## src/rtl/vec_fetch_pkg.sv

```systemverilog
// Shared definitions for vec_fetch: FSM states, bus constants and checksum width.
// Optional checksum logic is enabled with the VFETCH_CHECKSUM_EN macro.
package vec_fetch_pkg;

  typedef enum logic [1:0] {
    IDLE  = 2'd0,
    FETCH = 2'd1,
    DRAIN = 2'd2
  } state_t;

  localparam logic [1:0]  BYTEENABLE = 2'b11;
  localparam int unsigned CSUM_WIDTH = 16;

endpackage

```

## src/rtl/sync_fifo.sv

```systemverilog
// Synchronous FIFO with flush; DEPTH must be a power of two. Head is zero when empty.
module sync_fifo #(
  parameter int unsigned WIDTH = 64,
  parameter int unsigned DEPTH = 4
) (
  input  logic                     clock,
  input  logic                     reset_n,
  input  logic                     flush,
  input  logic                     wr_en,
  input  logic [WIDTH-1:0]         wr_data,
  input  logic                     rd_en,
  output logic [WIDTH-1:0]         rd_data,
  output logic                     full,
  output logic                     empty,
  output logic [$clog2(DEPTH):0]   count
);

  localparam int unsigned PW = $clog2(DEPTH);

  logic [WIDTH-1:0] mem [DEPTH];
  logic [PW-1:0]    wr_ptr;
  logic [PW-1:0]    rd_ptr;
  logic             wr_ok;
  logic             rd_ok;

  assign full    = (count == (PW+1)'(DEPTH));
  assign empty   = (count == '0);
  assign rd_data = empty ? '0 : mem[rd_ptr];

  // A write into a full FIFO is accepted when the head is popped in the same cycle.
  assign wr_ok = wr_en && !flush && (!full || rd_en);
  assign rd_ok = rd_en && !flush && !empty;

  always_ff @(posedge clock) begin
    if (wr_ok) mem[wr_ptr] <= wr_data;
  end

  always_ff @(posedge clock or negedge reset_n) begin
    if (!reset_n) begin
      wr_ptr <= '0;
      rd_ptr <= '0;
      count  <= '0;
    end else if (flush) begin
      wr_ptr <= '0;
      rd_ptr <= '0;
      count  <= '0;
    end else begin
      if (wr_ok) wr_ptr <= wr_ptr + 1'b1;
      if (rd_ok) rd_ptr <= rd_ptr + 1'b1;
      case ({wr_ok, rd_ok})
        2'b10:   count <= count + 1'b1;
        2'b01:   count <= count - 1'b1;
        default: count <= count;
      endcase
    end
  end

endmodule

```

## src/rtl/vec_fetch.sv

```systemverilog
// Test-vector fetcher: reads SRAM words over the tr_* port, packs them into vectors
// and streams them through a FIFO. Optional run checksum via VFETCH_CHECKSUM_EN.
module vec_fetch
  import vec_fetch_pkg::*;
#(
  parameter int unsigned ADDR_WIDTH    = 20,
  parameter int unsigned DATA_WIDTH    = 16,
  parameter int unsigned WORDS_PER_VEC = 4,
  parameter int unsigned FIFO_DEPTH    = 4,
  parameter int unsigned CNT_WIDTH     = 16
) (
  input  logic                                clock,
  input  logic                                reset_n,
  input  logic                                start,
  input  logic                                abort,
  input  logic [ADDR_WIDTH-1:0]               base_addr,
  input  logic [CNT_WIDTH-1:0]                vec_count,
  output logic                                busy,
  output logic                                done,
  output logic [ADDR_WIDTH-1:0]               tr_address,
  output logic [1:0]                          tr_byteenable,
  output logic                                tr_read,
  input  logic [DATA_WIDTH-1:0]               tr_readdata,
  output logic                                tr_write,
  output logic [DATA_WIDTH-1:0]               tr_writedata,
  input  logic                                tr_waitrequest,
  output logic [DATA_WIDTH*WORDS_PER_VEC-1:0] vec_data,
  output logic                                vec_valid,
  input  logic                                vec_ready,
  output logic [CSUM_WIDTH-1:0]               checksum
);

  localparam int unsigned VW = DATA_WIDTH * WORDS_PER_VEC;
  localparam int unsigned IW = (WORDS_PER_VEC > 1) ? $clog2(WORDS_PER_VEC) : 1;
  localparam int unsigned PW = $clog2(FIFO_DEPTH);

  state_t                 state;
  logic [CNT_WIDTH-1:0]   vec_left;
  logic [IW-1:0]          word_idx;
  logic [VW-1:0]          asm_vec;
  logic [VW-1:0]          asm_next;
  logic                   asm_active;
  logic                   wr_pend;
  logic                   abort_pend;
  logic                   xfer;
  logic                   stall;
  logic                   abort_apply;
  logic                   last_word;
  logic                   room;
  logic                   fifo_full;
  logic                   fifo_empty;
  logic [PW:0]            fifo_count;
  logic [PW+1:0]          used;

  assign tr_byteenable = BYTEENABLE;
  assign tr_write      = 1'b0;
  assign tr_writedata  = '0;

  assign xfer        = tr_read && !tr_waitrequest;
  assign stall       = tr_read && tr_waitrequest;
  assign abort_apply = (abort || abort_pend) && !stall;
  assign last_word   = (word_idx == IW'(WORDS_PER_VEC - 1));

  // Slots held = stored vectors + vector in flight to the FIFO + vector being assembled.
  assign used = {1'b0, fifo_count} + {{(PW+1){1'b0}}, wr_pend} + {{(PW+1){1'b0}}, asm_active};
  assign room = !fifo_full && (used < (PW+2)'(FIFO_DEPTH));

  always_comb begin
    asm_next = asm_vec;
    for (int unsigned i = 0; i < WORDS_PER_VEC; i++)
      if (word_idx == IW'(i)) asm_next[i*DATA_WIDTH +: DATA_WIDTH] = tr_readdata;
  end

  always_ff @(posedge clock or negedge reset_n) begin
    if (!reset_n) begin
      state      <= IDLE;
      busy       <= 1'b0;
      done       <= 1'b0;
      tr_read    <= 1'b0;
      tr_address <= '0;
      vec_left   <= '0;
      word_idx   <= '0;
      asm_vec    <= '0;
      asm_active <= 1'b0;
      wr_pend    <= 1'b0;
      abort_pend <= 1'b0;
    end else begin
      done    <= 1'b0;
      wr_pend <= 1'b0;
      if (xfer) asm_vec <= asm_next;
      if (state != IDLE && abort_apply) begin
        state      <= IDLE;
        busy       <= 1'b0;
        tr_read    <= 1'b0;
        word_idx   <= '0;
        asm_active <= 1'b0;
        abort_pend <= 1'b0;
      end else begin
        if (state != IDLE && abort) abort_pend <= 1'b1;
        case (state)
          IDLE: begin
            if (start) begin
              if (vec_count != '0) begin
                state      <= FETCH;
                busy       <= 1'b1;
                vec_left   <= vec_count;
                tr_read    <= 1'b1;
                tr_address <= base_addr;
                word_idx   <= '0;
                asm_active <= 1'b1;
              end else begin
                done <= 1'b1;
              end
            end
          end
          FETCH: begin
            if (xfer) begin
              if (last_word) begin
                wr_pend    <= 1'b1;
                word_idx   <= '0;
                vec_left   <= vec_left - 1'b1;
                asm_active <= 1'b0;
                if (vec_left == CNT_WIDTH'(1)) begin
                  tr_read <= 1'b0;
                  state   <= DRAIN;
                end else if (room) begin
                  tr_address <= tr_address + 1'b1;
                  asm_active <= 1'b1;
                end else begin
                  tr_read <= 1'b0;
                end
              end else begin
                word_idx   <= word_idx + 1'b1;
                tr_address <= tr_address + 1'b1;
              end
            end else if (!tr_read && room) begin
              tr_read    <= 1'b1;
              tr_address <= tr_address + 1'b1;
              asm_active <= 1'b1;
            end
          end
          DRAIN: begin
            if (!wr_pend && fifo_empty) begin
              state      <= IDLE;
              busy       <= 1'b0;
              done       <= 1'b1;
              abort_pend <= 1'b0;
            end
          end
          default: state <= IDLE;
        endcase
      end
    end
  end

  sync_fifo #(
    .WIDTH (VW),
    .DEPTH (FIFO_DEPTH)
  ) u_fifo (
    .clock   (clock),
    .reset_n (reset_n),
    .flush   (state != IDLE && abort_apply),
    .wr_en   (wr_pend),
    .wr_data (asm_vec),
    .rd_en   (vec_ready),
    .rd_data (vec_data),
    .full    (fifo_full),
    .empty   (fifo_empty),
    .count   (fifo_count)
  );

  assign vec_valid = !fifo_empty;

`ifdef VFETCH_CHECKSUM_EN
  logic [CSUM_WIDTH-1:0] csum;

  always_ff @(posedge clock or negedge reset_n) begin
    if (!reset_n)                   csum <= '0;
    else if (start && state == IDLE) csum <= '0;
    else if (xfer)                  csum <= csum + CSUM_WIDTH'(tr_readdata);
  end

  assign checksum = csum;
`else
  assign checksum = '0;
`endif

endmodule
```

## config.mk

```make
export PLATFORM = sky130hd
export DESIGN_NAME = vec_fetch
export DESIGN_NICKNAME = d
export VERILOG_FILES = /design/src/rtl/vec_fetch_pkg.sv /design/src/rtl/sync_fifo.sv /design/src/rtl/vec_fetch.sv
export SDC_FILE = /design/constraint.sdc
export NUM_CORES = 1
export LEC_CHECK = 0
export CORE_UTILIZATION = 30
export DETAILED_ROUTE_END_ITERATION = 8
export PLACE_DENSITY = 0.46
export SLEW_MARGIN = 15
export SYNTH_ARGS = -nofsm -noshare
export SYNTH_HDL_FRONTEND = slang
export SYNTH_HIERARCHICAL = 1
export SYNTH_SLANG_ARGS = --single-unit
export TNS_END_PERCENT = 20
```

## constraint.sdc

```tcl
create_clock -name clock -period 4.7 [get_ports clock]
set_clock_uncertainty 0.15 [all_clocks]
set_input_delay 0.705 -clock clock [delete_from_list [all_inputs] [get_ports clock]]
set_output_delay 0.705 -clock clock [all_outputs]
set_load 0.005 [all_outputs]
```

* Word-level counts from Yosys, hierarchy flattened
Memories as Yosys holds them, arrays and structs flattened. Cells that the tools add are included.
Word-level totals: flip-flop bits (word level) 117, word-level logic and storage cells 164, memories 1, bits of input ports 58, RAM bits 256
Memories:
- u_fifo.mem | depth 4, bits a word 64, read ports 1, clocked after memory_dff 0, write ports 1, line sync_fifo.sv:20 | logic [WIDTH-1:0] mem [DEPTH];
Cells by class: add/sub/neg operators 9, muxes and demuxes 67, equal/unequal tests 25, reductions and logical operators 43, bitwise operators 1, $lt $le $gt $ge 1
Operators with widths (number):
- $mux 20 | 7
- $mux 16 | 4
- $mux 64 | 1
- $pmux 20 s2 | 1
- $mux 2 | 16
- $pmux 16 s2 | 1
- $mux 1 | 29
- $add 20x1->20 const B | 1
- $ne 3x2->1 const B | 6
- $reduce_and 6->1 | 3
- $eq 16x1->1 const B | 1
- $reduce_bool 16->1 | 1
- $sub 16x1->16 const B | 1
- $logic_and 1x1->1 | 12
- $reduce_bool 3->1 | 3
- $eq 2x2->1 const B | 4
- $ne 2x2->1 const B | 4
- $ne 4x3->1 const B | 2
- $ne 4x4->1 const B | 2
- $pmux 1 s2 | 4
- $reduce_and 2->1 | 4
- $reduce_and 4->1 | 2
- $reduce_bool 2->1 | 4
- $logic_not 1->1 | 7
- other kinds (20) | 26

* Longest topological paths before layout
word-level depth 10, depth in mapped cells 11

* Cells and area by module
Netlist, hierarchy kept.
Modules (own cells, without submodules):
- sync_fifo | cells each 466, instances 1, area an instance 10197.3 um2
- vec_fetch | cells each 542, instances 1, area an instance 5609.1 um2

* Worst setup path before layout
Ideal clock, no wire load.
kind input port to flip-flop, start point input abort, end point memory u_fifo.mem[0][0] (enable), data arrival time 3.024 ns, data required time 4.121 ns, cell stages on the path 6, library setup time 0.429 ns, path slack 1.097 ns, cells stage by stage o21ai_0 > nor2_1 > buf_1 > and3b_1 > buf_6 > and2_1
Between the ends: cells in the longest elaborated chain, start to end 8
RTL lines:
- start, declared | line vec_fetch.sv:15 | input logic abort,
- $logic_or 1x1->1 | line vec_fetch.sv:61 | assign abort_apply = (abort || abort_pend) && !stall;
- $logic_and 1x1->1 | line vec_fetch.sv:61
- $logic_and 1x1->1 | line vec_fetch.sv:162 | .flush (state != IDLE && abort_apply),
- $logic_not 1->1 | line sync_fifo.sv:31 | assign wr_ok = wr_en && !flush && (!full || rd_en);
- $logic_and 1x1->1 (2 in series) | line sync_fifo.sv:31
- $mux 1 | line sync_fifo.sv:35 | if (wr_ok) mem[wr_ptr] <= wr_data;
- $mux 1 (implied by the code) | line sync_fifo.sv:35
- end, declared | line sync_fifo.sv:20
Every way passes these cells.

* Worst setup path after layout
start point register u_fifo.rd_ptr[0], end point output vec_data[3]
Between the ends: cells in the longest elaborated chain, start to end 2
RTL lines:
- start, declared | line sync_fifo.sv:22 | logic [PW-1:0] rd_ptr;
- start signal, assigned | line sync_fifo.sv:49 | if (rd_ok) rd_ptr <= rd_ptr + 1'b1;
- $mem_v2 4x64
- $mux 64 | line sync_fifo.sv:28 | assign rd_data = empty ? '0 : mem[rd_ptr];
- end, declared | line vec_fetch.sv:27 | output logic [DATA_WIDTH*WORDS_PER_VEC-1:0] vec_data,
Every way passes these cells.

==> run summary <==
## Outcome
* result of the run: complete, no violations

## Worst setup path
* FF-to-FF path depth: 7
* Setup CP Type: reg2out
* depth of the critical timing path with buffers and inverters included: 4
* largest incremental delay on the critical path: 0.74 ns
* end point of the critical path: vec_data[3]
* largest delay contributor family on the critical path: buffers and inverters
* crit path from: u_fifo/rd_ptr[0]
* Crit Reg-Reg Endpoint: tr_address[15]
* kind of start point of the critical path: register
* Critical Path Fanout Max: 22
* worst flop-to-flop path startpoint: u_fifo/count[0]
* endpoint required time on the critical path: 3.85 ns
* CP max-delay cell: sky130_fd_sc_hd__dfrtp_4
* worst path arrival time: 2.93 ns
* capturing element type of the critical path: output port
* Buf+Inv Stages, Crit Path: 2
* ordered cell list for the critical path: buf_4 > mux4_2 > nor2b_1 > clkdlybuf4s50_1
* register-to-register setup slack: 1.33 ns

## Pwr
* power density normalized to cell area: 499 nW/um^2
* worst voltage drop across the vdd grid: 279 uV
* clock network power share: 33.3%
* proportion of power drawn by flip-flops and latches: 49.2%
* Leakage: 6.74 nW
* fraction of power spent switching nets: 28.0%
* share of total power in combinational logic: 17.5%
* power dissipated by switching net loads: 2.70 mW
* P_int: 6.94 mW

## Synthesis
* library cell occupying the most area in the post-synthesis netlist: sky130_fd_sc_hd__edfxtp_1
* async set or reset register ratio after synthesis: 31.4%
* proportion of netlist area held by the largest area contributor: 48.6%
* Post-Synth Simple-Gate Area: 7.76%
* post-synthesis cell type count: 69
* compound-cell area share of the yosys netlist: 6.15%
* leading cell types by total area after synthesis: sky130_fd_sc_hd__edfxtp_1, sky130_fd_sc_hd__dfrtp_1, sky130_fd_sc_hd__mux4_2, sky130_fd_sc_hd__mux2_2, sky130_fd_sc_hd__nor2b_1
* multiplexer share of the synthesized area: 13.9%
* mean post-synth cell area: 15.7 sq um
* main combinational cell family by area after synthesis: multiplexers
* xor-xnor portion of the synthesized cell area: 0.222%
* Mapped Cells: 1008
* post-synthesis share of cell area spent on full adders, half adders and majority gates: 1.08%
* number of flip-flops and latches in the synthesized netlist: 373
* Synth warnings: 6
* part of the Yosys area used for sequential elements: 67.2%
* count of flip-flops with a built-in enable after synthesis: 256
* most common flop cell mapped by yosys: sky130_fd_sc_hd__edfxtp_1
* netlist area before placement: 15800 sq um

## Timing
* unrepaired setup endpoints after global routing: false
* Slew @ Worst Pin: 0.980 ns
* Slew HR: 34.7%
* total setup violations reported at the end of the flow: 0
* final critical delay including setup and external delays: 3.78 ns
* fin. max-slew vios: 0
* FMAX: 0.264 GHz
* total count of hold-check failures in the final report: 0
* TNS Setup: 0 ns
* ratio of final minimum period to clock period: 80.5%
* hold slack final: 0.0631 ns

## Drt
* overall via count from detail_route: 8849
* total iterations of the first detailed-routing run: 4
* count of nets left with antenna violations after detail routing: 0
* total wire length after detailed routing: 37.0 mm
* number of vias per cell after detailed routing: 4.71
* violation count after the first detailed-routing iteration: 549
* post-DR wirelength/cell: 19.7 um
* count of unresolved DRC violations after routing: 0

## Floorplanning
* FP Rows: 83
* area of the die: 53600 sq um
* floorplan die width: 232 um
* initial standard-cell utilization of the core: 30.6%
* boundary pin count: 181
* placeable core region: 51700 sq um
* Die Y: 232 um

## CTS
* total setup buffers inserted after CTS: 0
* number of sinks handled by clock tree synthesis: 373
* cell at the root of the clock tree: sky130_fd_sc_hd__clkbuf_16
* post-CTS clock slew at the launch and capture registers of the worst setup and hold paths: 0.06 ns
* CTS tree: built
* H-Tree Depth: 2
* CTS buffer count: 43
* cts hold-fix bufs: 0
* # resized after CTS: 0
* clock latency on the worst-skew pair: 0.56 ns
* maximum buffer depth of the clock tree: 3

## Final layout
* antenna diode count: 0
* ratio of cells with drive above 1 in the final layout: 19.3%
* number of fill cells in the layout: 4892
* area delta synth->final: 22.3%
* number of nets in the finished design: 1233

## Place
* weighted congestion reported at the end of routability-driven placement: 0.819
* post-DP HPWL: 22.6 mm
* IO buf count: 145

## Global route
* global-route wire length before repair: 57.0 mm
* total global-route track usage: 14.1%
* initial antenna violation count: 0
* vias in the first global route: 9304
* total grt overflow: 0
* maximum number of pins on one net before global-route repair: 68
* M1 GR Usage: 18.7%
* fraction of met2 tracks used by global routing: 22.9%
* grt peak-use layer: met2
* met3 track utilization from global routing: 3.16%

## Min path
* Hold/Removal Path Class: in2async

## Run
* max capacitance violation total: 0

## worst min-delay path by stage
stage | start | to | slack (ns) | depth (start not counted)
4_1_cts | reset_n | vec_left[2] | 0.08 | 1
2_1_floorplan | reset_n | abort_pend | 0.26 | 0
3_5_place_dp | asm_vec[13] | u_fifo/mem[3][13] | 0.35 | 0
5_1_grt | reset_n | vec_left[2] | 0.11 | 1
6_report | reset_n | vec_left[2] | 0.06 | 1
3_3_place_gp | asm_vec[54] | u_fifo/mem[3][54] | 0.34 | 0
## metrics by stage
step                util [%]  worst slack [ns]  total power [mW]  area [sq um]  std cells
CTS                     37.4             0.793              9.78         19300       1877
finish                  37.4             0.916              9.64         19300       1877
global placement        34.7              1.03              6.47         18000       1797
floorplan                  -              1.10              5.85         15900       1041
global route            37.4             0.716              10.2         19300       1877
detailed placement      34.7              1.00              6.51         18000       1797
## state kept, by name, summed over array words and instances, names as in the netlist
| signal | count |
|---|---|
| u_fifo/mem | 256 |
| asm_vec | 64 |
| tr_address | 20 |
| vec_left | 16 |
| u_fifo/count | 3 |
| state | 2 |
| u_fifo/rd_ptr | 2 |
| u_fifo/wr_ptr | 2 |
| word_idx | 2 |
| abort_pend | 1 |
| asm_active | 1 |
| busy | 1 |
| done | 1 |
| tr_read | 1 |
| wr_pend | 1 |
## synth_stat cells, types with 4 or more instances
cell and instances:
sky130_fd_sc_hd__dfrtp_1 117, sky130_fd_sc_hd__nor3_1 11, sky130_fd_sc_hd__a21oi_1 43, sky130_fd_sc_hd__o22ai_1 8
sky130_fd_sc_hd__a21o_1 4, sky130_fd_sc_hd__edfxtp_1 256, sky130_fd_sc_hd__and2_1 6, sky130_fd_sc_hd__nor2_1 56
sky130_fd_sc_hd__clkbuf_1 32, sky130_fd_sc_hd__buf_1 4, sky130_fd_sc_hd__nor4_1 11, sky130_fd_sc_hd__o21ai_0 42
sky130_fd_sc_hd__o31ai_1 4, sky130_fd_sc_hd__buf_4 40, sky130_fd_sc_hd__mux2_2 66, sky130_fd_sc_hd__nand3_1 9
sky130_fd_sc_hd__nor2b_1 66, sky130_fd_sc_hd__a22oi_1 5, sky130_fd_sc_hd__and3_1 7, sky130_fd_sc_hd__a31oi_1 8
sky130_fd_sc_hd__buf_2 9, sky130_fd_sc_hd__a2bb2oi_1 4, sky130_fd_sc_hd__mux4_2 64, sky130_fd_sc_hd__a211oi_1 7
sky130_fd_sc_hd__ha_1 12, sky130_fd_sc_hd__nand2_1 40, sky130_fd_sc_hd__inv_1 13
## area by class of cell
type | instances | area (sq um) | share of cell area, %
multi-input combinational | 565 | 4750 | 24.6
inverter | 13 | 48.8 | 0.252
tap | 680 | 851 | 4.40
timing repair buffer | 166 | 1690 | 8.77
sequential | 373 | 10600 | 55.0
clock buffer | 69 | 1260 | 6.54
clock inverter | 11 | 96.3 | 0.498
## power groups by stage
stage	combinational (mW)	clock, mW	sequential, mW
2_1_floorplan	1.20	0	4.65
3_3_place_gp	1.68	0	4.79
3_5_place_dp	1.70	0	4.81
4_1_cts	1.71	3.33	4.75
5_1_grt	1.89	3.45	4.84
6_report	1.69	3.21	4.74
## cells by family (layout without fill, tap and decap cells)
logic type | count (synthesis) | count (layout)
AOI/OAI and AO/OA | 154 | 154
xor gates and xnor gates | 4 | 4
adders and majority gates | 13 | 13
buffers and inverters | 103 | 259
DFF | 373 | 373
muxes | 131 | 131
other | 2 | 35
and+or+nand+nor | 228 | 228
## worst reg2reg max path, stage by stage (launching register included)
cell	delay, ns
sky130_fd_sc_hd__dfrtp_1	0.59
sky130_fd_sc_hd__ha_1	0.31
sky130_fd_sc_hd__a21o_1	0.17
sky130_fd_sc_hd__a2111o_1	0.47
sky130_fd_sc_hd__a21boi_0	0.24
sky130_fd_sc_hd__and3_1	0.84
sky130_fd_sc_hd__o21ai_0	0.22
sky130_fd_sc_hd__a22o_1	0.28
## layer usage
layer	vias to the layer above	share of wire [%]
li1	4102	-
met4	0	1.8
met1	4527	45
met5	-	0
met3	39	5.0
met2	181	48
## cell usage in the layout, fill, tap and decap left out, types with 4 or more instances in the layout
master,instances
sky130_fd_sc_hd__buf_4,15
sky130_fd_sc_hd__nand3_1,9
sky130_fd_sc_hd__nor3_1,10
sky130_fd_sc_hd__a21o_1,4
sky130_fd_sc_hd__ha_1,12
sky130_fd_sc_hd__buf_12,7
sky130_fd_sc_hd__clkinv_2,5
sky130_fd_sc_hd__a2bb2oi_1,4
sky130_fd_sc_hd__o21ai_0,42
sky130_fd_sc_hd__dfrtp_1,115
sky130_fd_sc_hd__inv_1,13
sky130_fd_sc_hd__and2_4,4
sky130_fd_sc_hd__clkbuf_16,44
sky130_fd_sc_hd__a22oi_1,5
sky130_fd_sc_hd__nand2_1,40
sky130_fd_sc_hd__o31ai_1,4
sky130_fd_sc_hd__a31oi_1,8
sky130_fd_sc_hd__o22ai_1,8
sky130_fd_sc_hd__nor4_1,11
sky130_fd_sc_hd__and3_1,7
sky130_fd_sc_hd__nor2_1,56
sky130_fd_sc_hd__clkdlybuf4s50_1,144
sky130_fd_sc_hd__mux4_2,64
sky130_fd_sc_hd__conb_1,35
sky130_fd_sc_hd__a21oi_1,43
sky130_fd_sc_hd__mux2_2,66
sky130_fd_sc_hd__edfxtp_1,256
sky130_fd_sc_hd__nor2b_1,65
sky130_fd_sc_hd__clkbuf_8,7
sky130_fd_sc_hd__clkbuf_1,18
sky130_fd_sc_hd__a211oi_1,7
Note: power is estimated with default switching activity, not from simulation.
